**config.mk**
```make
export PLATFORM = sky130hd
export DESIGN_NAME = pong_frame_renderer
export DESIGN_NICKNAME = d
export VERILOG_FILES = /design/src/rtl/pong_frame_renderer.sv
export SDC_FILE = /design/constraint.sdc
export NUM_CORES = 1
export LEC_CHECK = 0
export CORE_MARGIN = 2
export CORE_UTILIZATION = 55
export DETAILED_ROUTE_END_ITERATION = 8
export GPL_TIMING_DRIVEN = 0
export PLACE_DENSITY = 0.75
export SYNTH_ARGS = -nofsm -noshare
export SYNTH_HDL_FRONTEND = slang
export SYNTH_SLANG_ARGS = --single-unit
```
**constraint.sdc**
```tcl
create_clock -name clk -period 6.27 [get_ports clk]
set_input_delay 0.627 -clock clk [delete_from_list [all_inputs] [get_ports clk]]
set_output_delay 0.627 -clock clk [all_outputs]
set_load 0.01 [all_outputs]
```
**src/rtl/pong_frame_renderer.sv**
```systemverilog
// ---------------------------------------------------------------------------
// pong_frame_renderer
//
// Pixel-generation and game-state stage that sits directly behind a 640x480
// VGA timing generator. Once per frame (on the falling edge of vsync, which
// lands in vertical blanking) it advances one ball and one player paddle.
// Every pixel clock it turns the generator's coordinates into a 12-bit
// colour, delaying the syncs by the same two cycles so they stay aligned.
//
// Ports
//   clk, rst_n             pixel clock, asynchronous active-low reset
//   hsync_in, vsync_in     active-low syncs from the timing generator
//   display_on             active-video flag from the timing generator
//   x_pos, y_pos           current pixel coordinates
//   btn_up, btn_down       asynchronous active-high player buttons
//   hsync_out, vsync_out   syncs delayed by two cycles
//   rgb_out                {R,G,B} 4 bits each, delayed by two cycles
//   score                  paddle hits since the last miss, saturating
//   miss                   one-cycle pulse when the ball leaves on the left
//   ball_x, ball_y         ball top-left corner
//   paddle_y               paddle top edge
// ---------------------------------------------------------------------------
module pong_frame_renderer #(
    parameter int unsigned H_DISPLAY    = 640,
    parameter int unsigned V_DISPLAY    = 480,
    parameter int unsigned BALL_SIZE    = 8,
    parameter int unsigned PAD_X        = 16,
    parameter int unsigned PAD_W        = 8,
    parameter int unsigned PAD_H        = 64,
    parameter int unsigned PAD_SPEED    = 4,
    parameter int unsigned BALL_SPEED   = 2,
    parameter int unsigned SERVE_FRAMES = 60
) (
    input  logic        clk,
    input  logic        rst_n,
    input  logic        hsync_in,
    input  logic        vsync_in,
    input  logic        display_on,
    input  logic [9:0]  x_pos,
    input  logic [9:0]  y_pos,
    input  logic        btn_up,
    input  logic        btn_down,
    output logic        hsync_out,
    output logic        vsync_out,
    output logic [11:0] rgb_out,
    output logic [7:0]  score,
    output logic        miss,
    output logic [9:0]  ball_x,
    output logic [9:0]  ball_y,
    output logic [9:0]  paddle_y
);

    localparam int unsigned CNT_W = $clog2(SERVE_FRAMES + 1);

    // All geometry is handled at 11 bits so that sums and differences near
    // the screen edges never wrap.
    localparam logic [10:0] BSZ         = 11'(BALL_SIZE);
    localparam logic [10:0] BSPD        = 11'(BALL_SPEED);
    localparam logic [10:0] PSPD        = 11'(PAD_SPEED);
    localparam logic [10:0] PX          = 11'(PAD_X);
    localparam logic [10:0] PH          = 11'(PAD_H);
    localparam logic [10:0] PAD_RIGHT   = 11'(PAD_X + PAD_W);
    localparam logic [10:0] BALL_X_MAX  = 11'(H_DISPLAY - BALL_SIZE);
    localparam logic [10:0] BALL_Y_MAX  = 11'(V_DISPLAY - BALL_SIZE);
    localparam logic [10:0] PAD_Y_MAX   = 11'(V_DISPLAY - PAD_H);
    localparam logic [10:0] BALL_X_INIT = 11'((H_DISPLAY - BALL_SIZE) / 2);
    localparam logic [10:0] BALL_Y_INIT = 11'((V_DISPLAY - BALL_SIZE) / 2);
    localparam logic [10:0] PAD_Y_INIT  = 11'((V_DISPLAY - PAD_H) / 2);
    localparam logic [CNT_W-1:0] SERVE_LAST = CNT_W'(SERVE_FRAMES - 1);

    localparam logic [11:0] RGB_BLANK  = 12'h000;
    localparam logic [11:0] RGB_BALL   = 12'hFFF;
    localparam logic [11:0] RGB_PADDLE = 12'h0F0;
    localparam logic [11:0] RGB_FIELD  = 12'h002;

    typedef enum logic {
        ST_SERVE = 1'b0,
        ST_PLAY  = 1'b1
    } state_e;

    // Button synchronizers and vsync edge detector
    logic btn_up_meta_q, btn_up_sync_q;
    logic btn_down_meta_q, btn_down_sync_q;
    logic vs_d_q;
    logic frame_tick;

    // Game state
    state_e           state_q, state_d;
    logic [CNT_W-1:0] serve_cnt_q, serve_cnt_d;
    logic [9:0]       ball_x_q, ball_x_d;
    logic [9:0]       ball_y_q, ball_y_d;
    logic [9:0]       paddle_y_q, paddle_y_d;
    logic             dx_q, dx_d;
    logic             dy_q, dy_d;
    logic [7:0]       score_q, score_d;
    logic             miss_q, miss_d;

    // Pixel pipeline
    logic [9:0]  x1_q, y1_q;
    logic        de1_q, hs1_q, vs1_q;
    logic [11:0] rgb_q, rgb_d;
    logic        hs2_q, vs2_q;

    // 11-bit views of the current positions and their candidate moves
    logic [10:0] bx, by, py;
    logic [10:0] bx_right, bx_left, by_down, by_up, py_down, py_up;
    logic        pad_overlap;

    assign bx = {1'b0, ball_x_q};
    assign by = {1'b0, ball_y_q};
    assign py = {1'b0, paddle_y_q};

    assign bx_right = bx + BSPD;
    assign bx_left  = bx - BSPD;
    assign by_down  = by + BSPD;
    assign by_up    = by - BSPD;
    assign py_down  = py + PSPD;
    assign py_up    = py - PSPD;

    assign pad_overlap = ((by + BSZ) > py) && (by < (py + PH));

    // A tick fires only on a falling vsync edge, which always lands in
    // vertical blanking, so positions never change mid-frame.
    assign frame_tick = vs_d_q & ~vsync_in;

    // Two-flop synchronizers for the buttons plus the vsync delay register.
    always_ff @(posedge clk or negedge rst_n) begin
        if (!rst_n) begin
            btn_up_meta_q   <= 1'b0;
            btn_up_sync_q   <= 1'b0;
            btn_down_meta_q <= 1'b0;
            btn_down_sync_q <= 1'b0;
            vs_d_q          <= 1'b1;
        end else begin
            btn_up_meta_q   <= btn_up;
            btn_up_sync_q   <= btn_up_meta_q;
            btn_down_meta_q <= btn_down;
            btn_down_sync_q <= btn_down_meta_q;
            vs_d_q          <= vsync_in;
        end
    end

    // Next-state logic for the paddle, the ball and the serve/play FSM.
    // Nothing moves except on a frame tick. The x and y axes are evaluated
    // independently on the same tick so a corner reflects both directions;
    // a miss then overrides both coordinates with the centre position.
    always_comb begin
        state_d     = state_q;
        serve_cnt_d = serve_cnt_q;
        ball_x_d    = ball_x_q;
        ball_y_d    = ball_y_q;
        paddle_y_d  = paddle_y_q;
        dx_d        = dx_q;
        dy_d        = dy_q;
        score_d     = score_q;
        miss_d      = 1'b0;

        if (frame_tick) begin
            if (btn_up_sync_q && !btn_down_sync_q) begin
                paddle_y_d = (py >= PSPD) ? py_up[9:0] : 10'd0;
            end else if (btn_down_sync_q && !btn_up_sync_q) begin
                paddle_y_d = (py_down >= PAD_Y_MAX) ? PAD_Y_MAX[9:0] : py_down[9:0];
            end

            if (state_q == ST_SERVE) begin
                if (serve_cnt_q == SERVE_LAST) begin
                    state_d     = ST_PLAY;
                    serve_cnt_d = '0;
                end else begin
                    serve_cnt_d = serve_cnt_q + CNT_W'(1);
                end
            end else begin
                if (dy_q) begin
                    if (by_down >= BALL_Y_MAX) begin
                        ball_y_d = BALL_Y_MAX[9:0];
                        dy_d     = 1'b0;
                    end else begin
                        ball_y_d = by_down[9:0];
                    end
                end else begin
                    if (by <= BSPD) begin
                        ball_y_d = 10'd0;
                        dy_d     = 1'b1;
                    end else begin
                        ball_y_d = by_up[9:0];
                    end
                end

                if (dx_q) begin
                    if (bx_right >= BALL_X_MAX) begin
                        ball_x_d = BALL_X_MAX[9:0];
                        dx_d     = 1'b0;
                    end else begin
                        ball_x_d = bx_right[9:0];
                    end
                end else if (bx >= (PAD_RIGHT + BSPD)) begin
                    ball_x_d = bx_left[9:0];
                end else if ((bx >= PAD_RIGHT) && pad_overlap) begin
                    // The ball is snapped onto the paddle face so the
                    // rebound always starts from the same plane.
                    ball_x_d = PAD_RIGHT[9:0];
                    dx_d     = 1'b1;
                    score_d  = (score_q == 8'hFF) ? 8'hFF : score_q + 8'd1;
                end else if (bx >= BSPD) begin
                    ball_x_d = bx_left[9:0];
                end else begin
                    miss_d      = 1'b1;
                    score_d     = 8'd0;
                    ball_x_d    = BALL_X_INIT[9:0];
                    ball_y_d    = BALL_Y_INIT[9:0];
                    dx_d        = 1'b1;
                    dy_d        = dy_q;
                    state_d     = ST_SERVE;
                    serve_cnt_d = '0;
                end
            end
        end
    end

    // Game-state registers, including the FSM state and the registered
    // score/miss outputs.
    always_ff @(posedge clk or negedge rst_n) begin
        if (!rst_n) begin
            state_q     <= ST_SERVE;
            serve_cnt_q <= '0;
            ball_x_q    <= BALL_X_INIT[9:0];
            ball_y_q    <= BALL_Y_INIT[9:0];
            paddle_y_q  <= PAD_Y_INIT[9:0];
            dx_q        <= 1'b1;
            dy_q        <= 1'b1;
            score_q     <= 8'd0;
            miss_q      <= 1'b0;
        end else begin
            state_q     <= state_d;
            serve_cnt_q <= serve_cnt_d;
            ball_x_q    <= ball_x_d;
            ball_y_q    <= ball_y_d;
            paddle_y_q  <= paddle_y_d;
            dx_q        <= dx_d;
            dy_q        <= dy_d;
            score_q     <= score_d;
            miss_q      <= miss_d;
        end
    end

    // Colour for the pixel held in stage 1. Ball wins over paddle; both use
    // half-open ranges so an object covers exactly its size in pixels.
    always_comb begin
        logic [10:0] x1;
        logic [10:0] y1;
        logic        in_ball;
        logic        in_pad;

        x1 = {1'b0, x1_q};
        y1 = {1'b0, y1_q};
        in_ball = (x1 >= bx) && (x1 < (bx + BSZ)) &&
                  (y1 >= by) && (y1 < (by + BSZ));
        in_pad  = (x1 >= PX) && (x1 < PAD_RIGHT) &&
                  (y1 >= py) && (y1 < (py + PH));

        rgb_d = RGB_FIELD;
        if (!de1_q) begin
            rgb_d = RGB_BLANK;
        end else if (in_ball) begin
            rgb_d = RGB_BALL;
        end else if (in_pad) begin
            rgb_d = RGB_PADDLE;
        end
    end

    // Two-stage pixel pipeline: stage 1 captures the generator outputs,
    // stage 2 registers the colour and carries the syncs alongside it.
    always_ff @(posedge clk or negedge rst_n) begin
        if (!rst_n) begin
            x1_q  <= 10'd0;
            y1_q  <= 10'd0;
            de1_q <= 1'b0;
            hs1_q <= 1'b1;
            vs1_q <= 1'b1;
            rgb_q <= 12'd0;
            hs2_q <= 1'b1;
            vs2_q <= 1'b1;
        end else begin
            x1_q  <= x_pos;
            y1_q  <= y_pos;
            de1_q <= display_on;
            hs1_q <= hsync_in;
            vs1_q <= vsync_in;
            rgb_q <= rgb_d;
            hs2_q <= hs1_q;
            vs2_q <= vs1_q;
        end
    end

    assign hsync_out = hs2_q;
    assign vsync_out = vs2_q;
    assign rgb_out   = rgb_q;
    assign score     = score_q;
    assign miss      = miss_q;
    assign ball_x    = ball_x_q;
    assign ball_y    = ball_y_q;
    assign paddle_y  = paddle_y_q;

endmodule

```
Yosys cells after proc, flatten, opt, wreduce, memory -nomap -nowiden:

Index checks and enable logic that the tools add are counted.

* output and inout port bits: 53
* flip-flop bits (word level): 89

* order comparisons: 18
* multiplexer cells: 51
* reductions and logical operators: 19
* $add $sub $neg: 11
* equality and inequality tests: 7
* bitwise operators: 4

Operators by type and width (number)
* $mux 10: 16
* $lt 10x11->1: 4
* $mux 6: 6
* $mux 8: 4
* $ge 10x10->1: 3
* $ge 10x5->1 const B: 3
* $mux 12: 2
* $mux 1: 23
* $add 10x2->11 const B: 2
* $add 10x4->11 const B: 2
* $ge 11x9->1 const B: 2
* $sub 10x2->10 const B: 2
* $add 10x3->11 const B: 1
* $add 10x7->11 const B: 1
* $ge 11x10->1 const B: 1
* $gt 11x10->1: 1
* $ge 10x2->1 const B: 1
* $ge 10x3->1 const B: 1
* $le 10x2->1 const B: 1
* $logic_and 1x1->1: 10
* $lt 10x5->1 const B: 1
* $ne 2x2->1 const B: 5
* $reduce_and 5->1: 2
* $sub 10x3->10 const B: 1
* other kinds (11): 15

Logic depth before layout (Yosys ltp):

Gate-level depths: netlist of the first run.

* depth in word-level cells: 9
* mapped depth: 12
* gate-level depth less buffers: 11

Least setup slack after synthesis of the first run:

OpenSTA, ideal clock, no wires.

* kind: reg2reg
* start point: reg ball_y_q[3], in the netlist ball_y[3]
* end point: reg score_q[0], in the netlist score[0]
* stages on the path, launching flop included: 12
* path buffers: 1
* data required time: 6.145 ns
* clock period less this slack: 3.113 ns
* setup time: 0.125 ns
* arrival time: 2.988 ns
* slack: 3.157 ns
* path through: dfstp_2 -> buf_2 -> inv_1 -> ha_1 -> ha_1 -> and4_1 -> a21oi_1 -> a21oi_2 -> o41ai_4 -> nor3_4 -> o21a_4 -> mux2_4

* longest elaborated chain between the ends: 6
* elaborated cells on any way between the ends: 8

Ends and longest elaborated chain
* start: declaration: RTL line 91 `logic [9:0] ball_y_q, ball_y_d;`
* start signal: assignment: RTL line 227 `ball_y_q <= BALL_Y_INIT[9:0];`
* start signal: assignment: RTL line 237 `ball_y_q <= ball_y_d;`
* $add 10x4->11: RTL line 120 `assign pad_overlap = ((by + BSZ) > py) && (by < (py + PH));`
* $gt 11x10->1: RTL line 120
* $logic_and 1x1->1 *: RTL line 120
* $logic_and 1x1->1 *: RTL line 198 `end else if ((bx >= PAD_RIGHT) && pad_overlap) begin`
* $ne 2x2->1 (no line)
* $reduce_and 5->1 (no line)
* end signal: assignment: RTL line 241 `score_q <= score_d;`
* end: declaration: RTL line 95 `logic [7:0] score_q, score_d;`

Mark *: on every way between the ends. The rest lies on a longest branch, timed or not.
A chain may end at the register's enable or synchronous reset.

Worst setup path in the final report of the first run:

* start point: reg ball_y_q[7], in the netlist ball_y[7]
* end point: reg score_q[1], in the netlist score[1]

Same word-level chain as after synthesis.

==> metrics.cfg, run 1 <==
[timing]
skew_ns = 0.0107
slew_viol_final = 0
grt_setup_unrepaired = false
tns_ns = 0
hold_violations = 0
relSlewSlack = 0.430
worst_slew_pin_slew_ns = 0.852
fin_crit_sh = 0.567
clock.fmax_mhz = 281
setup_viol = 0
fin_crit_ns = 3.56

[die]
core_um2 = 10900
die_x_um = 110
ios = 80
dieArea_um2 = 12200
row_count = 38
start_util = 0.569
die-height_um = 110

[drt]
via_count = 5775
vias_per_cell = 6.25
wl_um = 17400
drtPass1Iterations = 5
antenna_left = 0
detail_route.wl_per_cell_um = 18.8
drc = 0
drtIter0Drc = 730

[critical_path]
setup.worst_path.end_class = flop
worstPathArrival_ns = 3.80
cp-start-kind = flop
rr_worst_depth = 10
critPathMaxFanout = 10
r2r_slack_ns = 2.71
critPathMaxStageDelay_ns = 0.64
cp_slowest_cell = o41ai_4
r2r_start = ball_y[7]
critPathKind = reg2reg
required_ns = 6.51
r2r_end = score[1]
crit_chain = buf_1, and4_1, nand2_1, xnor2_1, ha_1, nor2b_1, o41ai_4, nor3_4, o21a_4, mux2_4

[synthesis]
synth.most_common_cell = ha_1
synth_area_per_cell_um2 = 9.02
synth-seq-cells = 76
synth_flop_cell = dfrtp_1
synth.area.top_cells = dfrtp_1, ha_1, dfstp_2
yosysTopAreaCell = dfrtp_1
synth_cell_types = 90
syn_area_um2 = 6220
synth_common_cells = ha_1, dfrtp_1, nand2_1
synth_edf_count = 0
async_flop_share = 1.00
yosys.area.top_type_share = 0.229
yosysWarnings = 0
synth_seq_area_share = 0.309
synthCells = 690

[cells_and_area]
diodes = 0
final_cells = 924
fillCellCount = 896
drive_gt1_frac = 0.120
syn_to_final_growth_pct = 20.2
nets = 884

[power]
clockPowerShare = 0.219
sequentialPowerShare = 0.280
comb_power_share = 0.502
p_int_uw = 1420
pwr_density_cell_nw_per_um2 = 324
ir_drop_mv = 0.268
switchingPower_uw = 1000
p_sw_frac = 0.414
leakagePower_uw = 0.00316

[cts]
cts.repair.resized = 0
ctsHoldBuffers = 0
cts_max_path_buffers = 2
clk_pin_slew_worst_paths_ns = 0.06
cts_max_level = 3
clock_latency_ns = 0.36
root_buffer = clkbuf_16
numClockSinks = 76
cts_tree = built
post_cts_buffers = 0
cts_buffers = 9

[global_route]
grt_overflow = 0
grtUsageTotal = 0.306
grt_pass1_vias = 5743
antenna_found_initial = 0
grt_max_degree = 47
grt_pass1_wl_um = 28500

[place]
routabilityCongestion = 0.925
port_buffers = 75
hpwl_um = 13100
post-place-cells = 908

[status]
outcome = complete, no violations

[job]
maxCapViolations = 0

[hold_path]
hp-class = in2async

[per-layer routing]
| metal | up-vias | routed length, um | track usage |
|---|---|---|---|
| met5 | - | 0 | 0 |
| met4 | 0 | 353 | 0.109 |
| met1 | 2796 | 7830 | 0.405 |
| li1 | 2742 | - | - |
| met2 | 207 | 8140 | 0.486 |
| met3 | 30 | 1050 | 0.0758 |
[power groups by stage]
stage	combinational [uW]	sequential, uW	clock, uW
after detailed placement	1190	682	0
after floorplan	820	678	0
after CTS	1200	675	537
final	1220	677	530
after global placement	1150	677	0
after global routing	1360	691	559
[cells by family (layout without fill, tap and decap cells)]
group           Yosys count  in the layout  synth area share
simple gates            220            220             0.188
fa+ha+maj                78             78             0.157
other cells               1              3          0.000603
xor+xnor                 21             21            0.0296
compound gates          202            202             0.237
buf+inv                  85            177            0.0653
mux                       7              7            0.0133
flops                    76             76             0.309
[through the flow]
step | area [um^2] | utilization | hold slack (ns) | power [uW] | setup slack, ns
2_1_floorplan | 6230 | - | 0.331 | 1500 | 3.16
3_3_place_gp | 7160 | 0.654 | 0.337 | 1820 | 1.91
3_5_place_dp | 7180 | 0.657 | 0.347 | 1880 | 2.75
4_1_cts | 7480 | 0.684 | 0.221 | 2410 | 2.75
5_1_grt | 7480 | 0.684 | 0.240 | 2610 | 2.52
6_report | 7480 | 0.684 | 0.216 | 2420 | 2.71
[layout make-up]
cell class / count / area, um^2 / share of cell area
Buffer: 40 / 238 / 0.0318
Clock buffer: 12 / 246 / 0.0330
Timing Repair Buffer: 76 / 776 / 0.104
Multi-Input combinational cell: 531 / 3900 / 0.521
Clock inverter: 4 / 50.0 / 0.00669
Inverter: 45 / 169 / 0.0226
Tap cell: 140 / 175 / 0.0234
Sequential cell: 76 / 1930 / 0.257
[layout by cell type, fill, tap and decap left out, types with 5 or more instances in the layout]
master           count
o31ai_1              5
o21ai_0             38
nor2b_1              9
a211oi_1             7
a31oi_1             16
a21o_1              10
nand2_1             50
o2bb2ai_1            5
nand3_1             33
ha_1                78
dfrtp_1             57
clkdlybuf4s50_1     74
nor3_1              31
and4_1               8
nand2b_1             7
o211ai_1             7
nor2_1              37
o21a_1               9
o221ai_1             5
buf_2                6
nand4_1              6
xnor2_1             20
clkbuf_1            15
o32a_1               5
inv_1               45
and3_1               9
dfstp_2             19
clkbuf_16            9
buf_4               16
a21oi_1             39
[critical path, delay by kind of cell (launching register included)]
kind,cells,cell delay [ns]
compound gates,2,0.91
simple gates,4,0.71
flops,1,0.61
buf+inv,1,0.38
fa+ha+maj,1,0.29
mux,1,0.29
xor+xnor,1,0.23
[how the worst max path moves through the flow]
stage / start / end / slack (ns) / cells past startpoint
global placement: rst_n / x1_q[8] / 1.91 / 1
finish: ball_y[7] / score[1] / 2.71 / 10
global route: ball_y[7] / ball_y[3] / 2.52 / 11
CTS: ball_y[7] / score[0] / 2.75 / 10
floorplan: ball_y[3] / score[0] / 3.16 / 11
detailed placement: ball_y[7] / score[0] / 2.75 / 10
[flip-flops by register name, indices dropped and copies added (netlist names), 3 cells and up]
register / flops
ball_y: 10
y1_q: 10
ball_x: 9
x1_q: 9
paddle_y: 8
score: 8
serve_cnt_q: 6
rgb_out: 3
Power figures use the tool's default switching activity.
==> run 2: changes to the inputs <==
Settings changed: CORE_UTILIZATION 55 to 51, PLACE_DENSITY 0.75 to 0.73.
Clock period 6.27 ns to 3.1 ns, I/O delays scaled along.
==> metrics.cfg, run 2 (synthesis results as in run 1) <==
[cts]
cts_buffers = 9  ; unchanged
root_buffer = clkbuf_16  ; unchanged
cts_max_level = 3  ; unchanged
numClockSinks = 76  ; unchanged
cts_max_path_buffers = 2  ; unchanged
cts_tree = built  ; unchanged
clk_pin_slew_worst_paths_ns = 0.06  ; about the same
clock_latency_ns = 0.35  ; was 0.36 ns

[global_route]
grt_pass1_vias = 5784  ; was 5743
grt_max_degree = 44  ; was 47
grt_pass1_wl_um = 28500  ; unchanged
grt_overflow = 0  ; unchanged
antenna_found_initial = 0  ; unchanged
grtUsageTotal = 0.273  ; was 0.306

[drt]
drtIter0Drc = 509  ; was 730
drtPass1Iterations = 9  ; was 5
antenna_left = 0  ; unchanged
detail_route.wl_per_cell_um = 18.4  ; was 18.8 um
wl_um = 17600  ; was 17400 um
drc = 0  ; unchanged
vias_per_cell = 6.20  ; was 6.25
via_count = 5948  ; was 5775

[cells_and_area]
syn_to_final_growth_pct = 28.2  ; was 20.2%
nets = 913  ; was 884
final_cell_mix = clkdlybuf4s50_1, ha_1, dfrtp_1  ; was ha_1, clkdlybuf4s50_1, dfrtp_1
diodes = 0  ; unchanged
final_common_cell = clkdlybuf4s50_1  ; was ha_1
drive_gt1_frac = 0.188  ; was 0.120

[power]
p_int_uw = 3140  ; was 1420 uW
pwr_density_cell_nw_per_um2 = 668  ; was 324 nW/um^2
sequentialPowerShare = 0.259  ; was 0.280
switchingPower_uw = 2190  ; was 1000 uW
p_sw_frac = 0.411  ; was 0.414
leakagePower_uw = 0.00337  ; was 0.00316 uW
ir_drop_mv = 0.496  ; was 0.268 mV
clockPowerShare = 0.205  ; was 0.219
comb_power_share = 0.536  ; was 0.502

[critical_path]
critPathMaxFanout = 6  ; was 10
required_ns = 3.34  ; was 6.51 ns
setup.worst_path.end_class = flop  ; unchanged
critPathKind = reg2reg  ; unchanged
cp-start-kind = flop  ; unchanged
rr_worst_depth = 12  ; was 10
worstPathArrival_ns = 3.32  ; was 3.80 ns

[timing]
hold_violations = 0  ; unchanged
fin_ws_ns = 0.0219  ; was 2.71 ns
relSlewSlack = 0.412  ; was 0.430
fin_crit_sh = 0.993  ; was 0.567
slew_viol_final = 0  ; unchanged
worst_slew_pin_slew_ns = 0.875  ; was 0.852 ns
fin_crit_ns = 3.08  ; was 3.56 ns
grt_setup_unrepaired = true  ; was false
skew_ns = 0.00784  ; was 0.0107 ns
setup_viol = 0  ; unchanged
clock.fmax_mhz = 325  ; was 281 MHz
fin_hold_ws_ns = 0.354  ; was 0.216 ns

[die]
start_util = 0.520  ; was 0.569
die-height_um = 114  ; was 110 um
die_x_um = 114  ; was 110 um
core_um2 = 12000  ; was 10900 um^2
dieArea_um2 = 13100  ; was 12200 um^2
ios = 80  ; unchanged
row_count = 40  ; was 38

[hold_path]
whs_path_depth = 0
hp-class = reg2reg  ; was in2async

[place]
port_buffers = 75  ; unchanged
routabilityCongestion = 0.945  ; was 0.925
post-place-ws_ns = -0.332  ; was 2.75 ns
hpwl_um = 12800  ; was 13100 um

[status]
outcome = complete, no violations  ; unchanged

[job]
maxCapViolations = 0  ; unchanged

## run 2: changes by cell type in the layout (fill, tap and decap cells not counted), moves of 3 or more
cell	change
buf_6	+4
buf_12	+3
clkbuf_1	-4
clkinv_4	+3
buf_4	+26
xnor2_1	-4
xnor2_2	+4
inv_1	-3
ha_1	-6
ha_4	+6
## run 2: final cells by class
class	instances	area, um^2
inverters	45	173
clock buffers	11	243
fillers	990	3980
multi-input cells	531	4100
clock inverters	5	61.3
flip-flops and latches	76	1930
plain buffers	38	258
well taps	147	184
repair buffers	107	1040
## run 2: final timing paths
path / from / end / slack, ns
hold / removal: btn_down_meta_q / btn_down_sync_q / 0.35
min in group asynchronous: rst_n / btn_up_sync_q / 0.45
hold reg to reg: btn_down_meta_q / btn_down_sync_q / 0.35
setup reg to reg: ball_y[3] / score[1] / 0.02
setup / recovery: ball_y[3] / score[1] / 0.02
max in group asynchronous: rst_n / paddle_y[6] / 2.00
## run 2: layer usage
metal	routed length, um	share of wire	global-route usage
met1	7720	0.44	0.361
met2	8630	0.49	0.446
met3	874	0.050	0.0513
met4	397	0.023	0.104
met5	0	0	0
## run 2: worst max-delay path, stage by stage (launching register included)
cell and delay [ns]:
dfstp_2 0.57, buf_6 0.14, clkinvlp_4 0.14, ha_4 0.31, ha_4 0.19, and4_4 0.16, a21oi_2 0.18, a21oi_4 0.09
o41ai_4 0.37, buf_6 0.19, nor3_4 0.07, o21a_4 0.25, mux2_4 0.29
## run 2: power groups by stage
stage          Combinational [uW]  Sequential (uW)  Clock, uW
6_report                     2860             1380       1090
3_5_place_dp                 2410             1370          0
5_1_grt                      3140             1410       1150
2_1_floorplan                1670             1370          0
4_1_cts                      2570             1360       1110
3_3_place_gp                 2320             1370          0
## run 2: metrics by stage
| stage | area, um^2 | util | setup TNS, ns | instances | power (uW) |
|---|---|---|---|---|---|
| global route | 7980 | 0.667 | -0.549 | 960 | 5700 |
| global placement | 7180 | 0.601 | -57.84 | 914 | 3690 |
| finish | 7980 | 0.667 | 0 | 960 | 5330 |
| floorplan | 6250 | - | 0 | 692 | 3040 |
| detailed placement | 7200 | 0.602 | -3.97 | 915 | 3790 |
| CTS | 7700 | 0.644 | 0 | 944 | 5040 |
## run 2: repair_timing
action                     in CTS  in global routing
pin swaps                       5                 15
setup endpoints to repair      27                 28
hold endpoints to repair       27                  0
gates resized for setup        15                 23
buffers inserted               13                 17
hold buffers                    1                  0
==> run 3: changes to the inputs <==
Settings changed: CORE_UTILIZATION 51 to 55, PLACE_DENSITY 0.73 to 0.75, TNS_END_PERCENT from default to 1.
Clock period 3.1 ns to 2.9 ns, I/O delays scaled along.
==> metrics.cfg, run 3 (synthesis results as in run 1) <==
[status]
outcome = complete, no violations  ; unchanged

[cells_and_area]
fillCellCount = 831  ; was 990
final_cell_mix = ha_1, clkdlybuf4s50_1, dfrtp_1  ; was clkdlybuf4s50_1, ha_1, dfrtp_1
final_core_util = 0.725  ; was 0.667
syn_to_final_growth_pct = 27.3  ; was 28.2%
nets = 912  ; was 913
fin_area_um2 = 7920  ; was 7980 um^2
multi_input_area_um2 = 4060  ; was 4100 um^2
drive_gt1_frac = 0.192  ; was 0.188
regArea_um2 = 1930  ; about the same
diodes = 0  ; unchanged
final_cells = 952  ; was 960

[drt]
drtPass1Iterations = 5  ; was 9
drtIter0Drc = 456  ; was 509
wl_met3_um = 969  ; was 874 um
detail_route.wl_per_cell_um = 18.9  ; was 18.4 um
met1Wirelength_um = 8130  ; was 7720 um
via_count = 5957  ; was 5948
antenna_left = 0  ; unchanged
vias_per_cell = 6.26  ; was 6.20
wl_um = 18000  ; was 17600 um
drc = 0  ; unchanged
routed-wl-met2_um = 8510  ; was 8630 um
maxUsedRoutingLayer = met4  ; unchanged

[place]
post-place-cells = 908  ; was 915
placed_area_um2 = 7240  ; was 7200 um^2
routabilityCongestion = 0.932  ; was 0.945
port_buffers = 75  ; unchanged
hpwl_um = 13100  ; was 12800 um
post-place-ws_ns = -0.547  ; was -0.332 ns

[job]
maxCapViolations = 0  ; unchanged

[global_route]
grt_max_degree = 48  ; was 44
grt_pass1_wl_um = 29200  ; was 28500 um
grtUsageTotal = 0.311  ; was 0.273
grt_overflow = 0  ; unchanged
grt_pass1_vias = 5902  ; was 5784
antenna_found_initial = 0  ; unchanged

[timing]
fin_crit_sh = 0.999  ; was 0.993
skew_ns = 0.00509  ; was 0.00784 ns
tns_ns = 0  ; unchanged
clock.fmax_mhz = 345  ; was 325 MHz
hold_violations = 0  ; unchanged
fin_ws_ns = 0.00226  ; was 0.0219 ns
fin_crit_ns = 2.90  ; was 3.08 ns
grt_setup_unrepaired = true  ; unchanged
relSlewSlack = 0.358  ; was 0.412
setup_viol = 0  ; unchanged
slew_viol_final = 0  ; unchanged
worst_slew_pin_slew_ns = 0.959  ; was 0.875 ns

[die]
ios = 80  ; unchanged
dieArea_um2 = 12200  ; was 13100 um^2
row_count = 38  ; was 40
die_x_um = 110  ; was 114 um
core_um2 = 10900  ; was 12000 um^2
start_util = 0.569  ; was 0.520
die-height_um = 110  ; was 114 um

[critical_path]
setup.worst_path.end_class = flop  ; unchanged
r2r_end = score[0]  ; was score[1]
critPathKind = reg2reg  ; unchanged
required_ns = 3.14  ; was 3.34 ns
r2r_start = paddle_y[4]  ; was ball_y[3]
rr_worst_depth = 10  ; was 12
critPathMaxFanout = 6  ; unchanged
crit_path_start = paddle_y[4]  ; was ball_y[3]
worstPathArrival_ns = 3.14  ; was 3.32 ns
r2r_slack_ns = 0.002  ; was 0.02 ns
cp-start-kind = flop  ; unchanged
crit_end = score[0]  ; was score[1]

[power]
leakagePower_uw = 0.00336  ; was 0.00337 uW
ir_drop_mv = 0.678  ; was 0.496 mV
pwr_density_cell_nw_per_um2 = 708  ; was 668 nW/um^2

[cts]
cts_tree = built  ; unchanged
numClockSinks = 76  ; unchanged
root_buffer = clkbuf_16  ; unchanged
clk_pin_slew_worst_paths_ns = 0.06  ; about the same
cts_max_path_buffers = 2  ; unchanged
cts_max_level = 3  ; unchanged
cts_buffers = 9  ; unchanged
clock_latency_ns = 0.36  ; was 0.35 ns

[hold_path]
hp-class = in2reg  ; was reg2reg

==> run 3: changes by cell type in the layout (fill, tap and decap cells not counted), sizes merged <==
cell,delta
clkinv,-1
buf,-2
clkinvlp,+2
inv,+1
clkbuf,-1
==> run 3: repair_timing <==
item                       4_1_cts  5_1_grt
hold buffers                     1        0
pin swaps                       18        4
resized for setup               27       12
setup endpoints to repair       36       30
hold endpoints to repair        21        0
setup buffers                   26        4
==> run 3: layout make-up <==
cell class,count,share of cell area
Clock inverter,7,0.00963
Sequential cell,76,0.243
Timing Repair Buffer,106,0.128
Inverter,45,0.0218
Multi-Input combinational cell,531,0.513
Tap cell,140,0.0221
Clock buffer,9,0.0284
Buffer,38,0.0338
==> run 3: report_power, final <==
group / internal, uW / leakage, uW / switching [uW]
registers: 1250 / 0.000869 / 212
clock network: 671 / 0.000142 / 501
logic: 1340 / 0.00234 / 1630
total: 3260 / 0.00336 / 2350
==> run 3: layer usage <==
| layer | GRT usage | up-vias |
|---|---|---|
| met3 | 0.0664 | 40 |
| met1 | 0.416 | 2913 |
| li1 | - | 2802 |
| met5 | 0 | - |
| met4 | 0.102 | 0 |
| met2 | 0.501 | 202 |
==> run 3: worst min-delay path by stage <==
stage	startpoint	to	cells past startpoint
finish	hsync_in	hs1_q	1
global route	hsync_in	hs1_q	1
CTS	hsync_in	hs1_q	1
detailed placement	rst_n	serve_cnt_q[3]	1
global placement	btn_down_meta_q	btn_down_sync_q	0
floorplan	rst_n	ball_x[1]	0
==> run 3: critical path: stages (launching register included) <==
cell	delay, ns
dfstp_2	0.58
inv_2	0.10
ha_1	0.32
nor2b_1	0.16
a221oi_2	0.26
o21ai_1	0.14
and3_1	0.22
buf_2	0.20
nor3_4	0.31
o21a_4	0.19
mux2_4	0.30
==> run 3: per-stage QoR <==
step | power (uW) | hold WS [ns]
after floorplan | 3260 | -0.00559
after global placement | 3980 | 0.333
after detailed placement | 4080 | 0.256
after CTS | 5490 | 0.338
after global routing | 5970 | 0.351
final | 5610 | 0.345
